==> src/rtl/mem_burst_arbiter.sv <==
// Shares one burst memory port between icache refills and dcache refill/write-back.
// One burst at a time; round-robin between caches on ties, write-back before refill in the dcache.
module mem_burst_arbiter #(
    parameter int BEATS = 16
) (
    input  logic                       clk,
    input  logic                       rst,

    input  logic                       i_read_req,
    input  logic [31:0]                i_addr,
    output logic                       i_addr_ok,
    output logic [31:0]                i_read_data,
    output logic                       i_valid,
    output logic                       i_last,

    input  logic                       d_read_req,
    input  logic                       d_write_req,
    input  logic [31:0]                d_addr,
    output logic                       d_addr_ok,
    output logic [31:0]                d_read_data,
    output logic                       d_valid,
    output logic                       d_last,
    input  logic [31:0]                d_wdata,
    output logic [$clog2(BEATS)-1:0]   d_wbeat,
    output logic                       d_wdone,

    output logic [31:0]                mem_addr,
    output logic                       mem_read_req,
    output logic                       mem_write_req,
    input  logic                       mem_addr_ok,
    input  logic [31:0]                mem_read_data,
    input  logic                       mem_valid,
    input  logic                       mem_last,
    output logic [31:0]                mem_wdata,
    output logic                       mem_wvalid,
    input  logic                       mem_wready,
    output logic                       mem_wlast,
    output logic                       busy
);

    localparam int              CW        = $clog2(BEATS);
    localparam logic [CW-1:0]   LAST_BEAT = CW'(BEATS - 1);
    localparam logic            OWN_I     = 1'b0;
    localparam logic            OWN_D     = 1'b1;

    typedef enum logic [1:0] {
        IDLE  = 2'd0,
        ADDR  = 2'd1,
        RDATA = 2'd2,
        WDATA = 2'd3
    } state_t;

    state_t         r_state;
    logic           r_owner;
    logic           r_is_write;
    logic           r_last_owner;
    logic [31:0]    r_mem_addr;
    logic [CW-1:0]  r_beat;

    logic w_i_cand;
    logic w_d_cand;
    logic w_grant_d;
    logic w_in_addr;
    logic w_in_rd;
    logic w_in_wr;
    logic w_rd_beat;
    logic w_i_rd;
    logic w_d_rd;
    logic w_wr_beat;
    logic w_beat_last;

    assign w_i_cand    = i_read_req;
    assign w_d_cand    = d_read_req | d_write_req;
    // D wins when alone, or on a tie when I owned the previous burst.
    assign w_grant_d   = w_d_cand & (~w_i_cand | (r_last_owner == OWN_I));

    assign w_in_addr   = (r_state == ADDR);
    assign w_in_rd     = (r_state == RDATA);
    assign w_in_wr     = (r_state == WDATA);
    assign w_beat_last = (r_beat == LAST_BEAT);

    assign w_rd_beat   = w_in_rd & mem_valid;
    assign w_i_rd      = w_rd_beat & (r_owner == OWN_I);
    assign w_d_rd      = w_rd_beat & (r_owner == OWN_D);
    assign w_wr_beat   = w_in_wr & mem_wready;

    always_ff @(posedge clk) begin
        if (rst) begin
            r_state      <= IDLE;
            r_owner      <= OWN_I;
            r_is_write   <= 1'b0;
            r_last_owner <= OWN_D;
            r_mem_addr   <= '0;
            r_beat       <= '0;
        end else begin
            case (r_state)
                IDLE: begin
                    if (w_i_cand | w_d_cand) begin
                        r_state      <= ADDR;
                        r_owner      <= w_grant_d;
                        r_last_owner <= w_grant_d;
                        r_is_write   <= w_grant_d & d_write_req;
                        r_mem_addr   <= w_grant_d ? d_addr : i_addr;
                    end
                end
                ADDR: begin
                    if (mem_addr_ok) begin
                        r_beat  <= '0;
                        r_state <= r_is_write ? WDATA : RDATA;
                    end
                end
                RDATA: begin
                    // The counter may wrap; only mem_last ends a read burst.
                    if (mem_valid) begin
                        r_beat <= r_beat + CW'(1);
                        if (mem_last) begin
                            r_state <= IDLE;
                        end
                    end
                end
                WDATA: begin
                    if (mem_wready) begin
                        r_beat <= r_beat + CW'(1);
                        if (w_beat_last) begin
                            r_state <= IDLE;
                        end
                    end
                end
                default: r_state <= IDLE;
            endcase
        end
    end

    assign i_addr_ok     = w_in_addr & mem_addr_ok & (r_owner == OWN_I);
    assign d_addr_ok     = w_in_addr & mem_addr_ok & (r_owner == OWN_D);

    assign i_valid       = w_i_rd;
    assign i_last        = w_i_rd & mem_last;
    assign i_read_data   = w_i_rd ? mem_read_data : '0;
    assign d_valid       = w_d_rd;
    assign d_last        = w_d_rd & mem_last;
    assign d_read_data   = w_d_rd ? mem_read_data : '0;

    assign d_wbeat       = w_in_wr ? r_beat : '0;
    assign d_wdone       = w_wr_beat & w_beat_last;

    assign mem_addr      = r_mem_addr;
    assign mem_read_req  = w_in_addr & ~r_is_write;
    assign mem_write_req = w_in_addr & r_is_write;
    assign mem_wvalid    = w_in_wr;
    assign mem_wdata     = w_in_wr ? d_wdata : '0;
    assign mem_wlast     = w_in_wr & w_beat_last;
    assign busy          = (r_state != IDLE);

endmodule

==> config.mk <==
export PLATFORM = sky130hd
export DESIGN_NAME = mem_burst_arbiter
export DESIGN_NICKNAME = d
export VERILOG_FILES = /design/src/rtl/mem_burst_arbiter.sv
export SDC_FILE = /design/constraint.sdc
export NUM_CORES = 1
export LEC_CHECK = 0
export CAP_MARGIN = 20
export CORE_AREA = 4 4 108 110
export CTS_CLUSTER_DIAMETER = 100
export DETAILED_ROUTE_END_ITERATION = 16
export DIE_AREA = 0 0 112 114
export DONT_BUFFER_PORTS = 1
export GPL_TIMING_DRIVEN = 1
export PLACE_DENSITY = 0.36
export SLEW_MARGIN = 30
export SYNTH_ARGS = -nofsm -noshare
export SYNTH_HDL_FRONTEND = slang
export SYNTH_SLANG_ARGS = --single-unit
export TNS_END_PERCENT = 100
==> constraint.sdc <==
create_clock -name clk -period 3.55 [get_ports clk]
set_input_delay 0.1775 -clock clk [delete_from_list [all_inputs] [get_ports clk]]
set_output_delay 0.1775 -clock clk [all_outputs]
set_load 0.01 [all_outputs]
## After elaboration in Yosys (flattened, before gate mapping)

Cells that the tools add are included.

- Bits in read-only memories: 0
- Logic and storage cells: 62
- Register bits: 41
- Latch bits: 0
- Bits of input ports: 137
- RAM bits: 0
- Output and inout bits: 144
- Memories kept: 0

- Div/mod/pow operators: 0
- Add/subtract/negate cells: 1
- Equal/unequal tests: 10
- Magnitude comparators: 0
- Muxes and demuxes: 17
- Multiply operators: 0
- Bitwise operators: 22
- Reduce and logical (&&, ||, !) cells: 6
- Shifts and indexed selects: 0

Operators by type and width:

| kind | count |
|---|---|
| 32-bit 2-to-1 mux | 4 |
| 4-bit 2-to-1 mux | 4 |
| 1-bit bitwise AND | 15 |
| 2-bit 2-to-1 mux | 6 |
| 4-bit case mux with 3 select lines | 1 |
| 2-bit != test, second input constant | 5 |
| 2-bit case mux with 4 select lines | 1 |
| 6-bit AND reduction | 1 |
| 4-bit by 1-bit adder with 4-bit output, second input constant | 1 |
| 2-bit == test, second input constant | 2 |
| 4-bit == test, second input constant | 1 |
| 1-bit inverter | 4 |
| 4-bit AND reduction | 1 |
| 1-bit OR | 3 |
| 3-bit nonzero test | 1 |
| 2-bit by 1-bit == test with 1-bit output, second input constant | 1 |
| 2-bit zero test | 1 |
| 2-bit by 1-bit != test with 1-bit output, second input constant | 1 |
| 2-bit AND reduction | 1 |
| 2-bit nonzero test | 1 |
| 1-bit 2-to-1 mux | 1 |

## Depth between registers and ports, before layout

- Word-level depth: 4
- Gate-level depth with buffers: 5
- Mapped depth without buffers: 4

## Worst setup path after synthesis

No wires, ideal clock.

- Path type: flip-flop to output port
- From: register r_state[1]
- To: output port d_read_data[10]
- Setup slack: 2.181 ns
- Arrival time: 1.192 ns
- Stages on the path, launching flop included: 6
- Path buffers: 2
- Required time: 3.372 ns
- Cell sequence: dfxtp_1 buf_6 nand3b_2 nor2_2 clkbuf_1 and2_1

- Cells in the longest elaborated chain, start to end: 4

RTL lines:

| element | RTL line | source |
|---|---|---|
| start, declared | 53 | `state_t r_state;` |
| start signal, assigned | 109 | `r_state <= r_is_write ? WDATA : RDATA;` |
| 2-bit == test | 78 | `assign w_in_rd = (r_state == RDATA);` |
| 1-bit bitwise AND | 82 | `assign w_rd_beat = w_in_rd & mem_valid;` |
| 1-bit bitwise AND | 84 | `assign w_d_rd = w_rd_beat & (r_owner == OWN_D);` |
| 32-bit 2-to-1 mux | 142 | `assign d_read_data = w_d_rd ? mem_read_data : '0;` |
| end, declared | 20 | `output logic [31:0] d_read_data,` |

No other way between the ends.

## Worst setup path in the final report

- From: register r_state[1]
- To: output port i_read_data[8]

- Cells in the longest elaborated chain, start to end: 4

RTL lines:

| element | RTL line | source |
|---|---|---|
| 2-bit == test | 78 |  |
| 1-bit bitwise AND | 82 |  |
| 1-bit bitwise AND | 83 | `assign w_i_rd = w_rd_beat & (r_owner == OWN_I);` |
| 32-bit 2-to-1 mux | 139 | `assign i_read_data = w_i_rd ? mem_read_data : '0;` |
| end, declared | 12 | `output logic [31:0] i_read_data,` |

No other way between the ends.

==> impl_metrics.tcl <==
set metrics [dict create \
    cts_resized 0 \
    setup_ws_ns 1.258 \
    start_kind "register" \
    cts.sinks 41 \
    worst-path-buf-inv 0 \
    drt_iter0_drc 129 \
    grt_pass1_wl_mm 14.99 \
    placed_cell_area_mm2 0.002783 \
    cts_hold_buf 1 \
    worstPathCellList "nand3b_2, nor2_4, and2_1" \
    num_antenna_cells 0 \
    r2r_cells 5 \
    dr.pass1.iters 4 \
    vias 2627 \
    h-tree-depth 2 \
    core_mm2 0.01070 \
    syn2layout_area_growth_pct 6.875 \
    slew_headroom_pct 51.87 \
    gp_congestion 0.9039 \
    cp-startpoint "r_state[1]$_SDFFE_PP0P_" \
    fill_cells 1201 \
    highest_layer "met4" \
    cts_root_buf "clkbuf_8" \
    die_h_um 114 \
    ant_nets 0 \
    yosys_warnings 0 \
    hold_viol 0 \
    p_seq_share_pct 48.5 \
    clkLatencyLatePin_ns 0.30 \
    cp_slowest_stage_delay_ns 0.79 \
    met1_length_mm 4.115 \
    dieWidth_um 112 \
    rsz0062_at_grt "false" \
    power-per-cell-area_mw_per_mm2 445.8 \
    wl_met3_mm 1.218 \
    vdd_drop_max_v 0.0001489 \
    path_clk_slew_ns 0.09 \
    tightest_slew_ns 0.7210 \
    critical_path_class "register to output port" \
    grt_antenna_before_repair 0 \
    endpoint "i_read_data[8]" \
    period_share_pct 64.55 \
    maxCapViolCount 0 \
    synth_cells 366 \
    slowest_stage "dfxtp_1" \
    remaining_drc_errors 0 \
    synthesis.area_mm2 0.002730 \
    post_drt_via_cell_ratio 5.394 \
    syn-num-nets 504 \
    portBuffers 0 \
    crit_family "simple AND/OR/NAND/NOR gates" \
    ys_seq_elements 41 \
    avgSynthCellArea_um2 7.459 \
    skew_ns 0.01202 \
    crit-reg2reg-launch "r_state[0]$_SDFFE_PP0P_" \
    nets 485 \
    timing.rr.end "mem_addr[22]$_SDFFE_PP0P_" \
    crit_fanout 34 \
    cp_data_arrival_time_ns 2.11 \
    swShare_pct 38.04 \
    hold_path.class "primary input to register" \
    post_cts_buffers 0 \
    period_needed_ns 2.292 \
    fmax_mhz 436.4 \
    holdPathStages 2 \
    final_cell_area_mm2 0.002918 \
    crit_path_end_kind "output port" \
    io_pins 281 \
    status "completed" \
    p_comb_share_pct 26.7 \
    power.total_w 0.001301 \
    p_leak_nw 1.217 \
    netSwitchingPower_w 0.0004948 \
    setup_viol_count_final 0 \
    cp.required_ns 3.37 \
    layout_commonest_cell "nand2_1" \
    drive_gt1_share_pct 7.781 \
    maxSlewViolCount 0 \
    seq_area_um2 820.8 \
    detail_route.wl_per_cell_um 22.03 \
    final_cell_mix "nand2_1 (68), and2_1 (66), dfxtp_1 (41), and3_1 (38), a21oi_1 (38)" \
    cts.path.max_buffers 2 \
    dp_worst_setup_slack_ns 1.356 \
    crit_cells 3 \
    cts_tree "yes" \
    rows 38 \
    setup_tns_ns 0 \
    grt.total_usage_pct 14.90 \
    cts_buffers 5 \
    die_area_mm2 0.01277 \
    synthDistinctLibCells 36 \
    clock_power_share_pct 24.9 \
    multiInputGateArea_mm2 0.001714 \
    dp_hpwl_mm 8.102 \
    globalRouteOverflowTotal 0 \
    grt_pass1_vias 2450 \
    finalWirelength_mm 10.73 \
    grt_max_degree 38 \
    rrSetupSlack_ns 1.49 \
    synth_seq_area_share_pct 30.06 \
    internal_power_w 0.0008061 \
    start_util_pct 25.52 \
    dr_wl_met2_mm 5.227 \
]
[cells in the mapped netlist]
cell | instances | area share, %
nand2_1 | 68 | 9.3
and2_1 | 66 | 15
dfxtp_1 | 41 | 30
a21oi_1 | 38 | 7.0
and3_1 | 38 | 8.7
a311oi_1 | 33 | 11
clkbuf_1 | 17 | 2.3
buf_2 | 13 | 2.4
inv_1 | 6 | 0.82
nand3_1 | 6 | 1.1
buf_6 | 4 | 1.6
nor2_1 | 4 | 0.55
nand3b_1 | 3 | 0.82
o21ai_0 | 3 | 0.55
a211oi_1 | 2 | 0.55
mux2i_1 | 2 | 0.73
nor2_2 | 2 | 0.46
nor3_1 | 2 | 0.37
a2111oi_2 | 1 | 0.55
a211o_1 | 1 | 0.32
a2bb2oi_4 | 1 | 0.96
buf_1 | 1 | 0.14
buf_4 | 1 | 0.28
ha_1 | 1 | 0.46
mux2i_2 | 1 | 0.50
nand2b_1 | 1 | 0.23
nand3b_2 | 1 | 0.41
nand4_1 | 1 | 0.23
nor2_4 | 1 | 0.41
nor3_2 | 1 | 0.37
o211a_1 | 1 | 0.37
o211ai_1 | 1 | 0.28
o21a_1 | 1 | 0.28
o221ai_1 | 1 | 0.32
o2bb2ai_2 | 1 | 0.55
or3_1 | 1 | 0.23
[sequential cells by signal (all words and copies together) (netlist names)]
signal / flops
mem_addr: 32
r_owner: 1
r_is_write: 1
r_last_owner: 1
r_beat: 4
r_state: 2
[logic make-up after synthesis]
kind of cell	share of synthesized area, %
AND/OR/NAND/NOR	38.36
AO/OA/AOI/OAI	22.27
buffers and inverters	7.607
flip-flops	30.06
multiplexers	1.237
adder cells (fa/ha/maj)	0.4582
[layout make-up]
type                    instances  share of cell area (%)
multi-input cells             283                   58.75
flip-flops and latches         41                   28.13
well taps                     140                   6.003
repair buffers                 10                   3.259
clock buffers                   6                   2.830
inverters                       6                  0.7719
clock inverters                 1                  0.2573
[worst min-delay path by stage]
stage	end	start
6_report	mem_addr[1]$_SDFFE_PP0P_	d_addr[1]
5_1_grt	mem_addr[26]$_SDFFE_PP0P_	d_addr[26]
4_1_cts	mem_addr[26]$_SDFFE_PP0P_	d_addr[26]
3_5_place_dp	r_state[0]$_SDFFE_PP0P_	rst
3_3_place_gp	r_owner$_SDFFE_PP0P_	rst
2_1_floorplan	r_is_write$_SDFFE_PP0P_	d_write_req
[power by group through the flow]
stage / sequential, W / combinational [W] / clock (W)
after floorplan: 0.000605 / 0.000292 / 0
after CTS: 0.000632 / 0.000346 / 0.000337
after global routing: 0.000643 / 0.000393 / 0.000355
after global placement: 0.000643 / 0.000333 / 0
after detailed placement: 0.000642 / 0.000337 / 0
final: 0.000631 / 0.000347 / 0.000324
[metrics by stage]
stage	std cells	util (%)	hold slack, ns
detailed placement	478	26.01	0.2563
floorplan	366	-	0.3294
global route	487	27.27	0.02596
finish	487	27.27	0.02898
CTS	486	27.04	0.02024
global placement	478	26.01	0.2555
[layer usage]
metal	vias up	GRT usage, %
met5	-	0
li1	1245	-
met2	160	24.70
met1	1212	18.28
met4	0	3.846
met3	10	5.676
No activity file was read; power rests on OpenSTA's default activity.
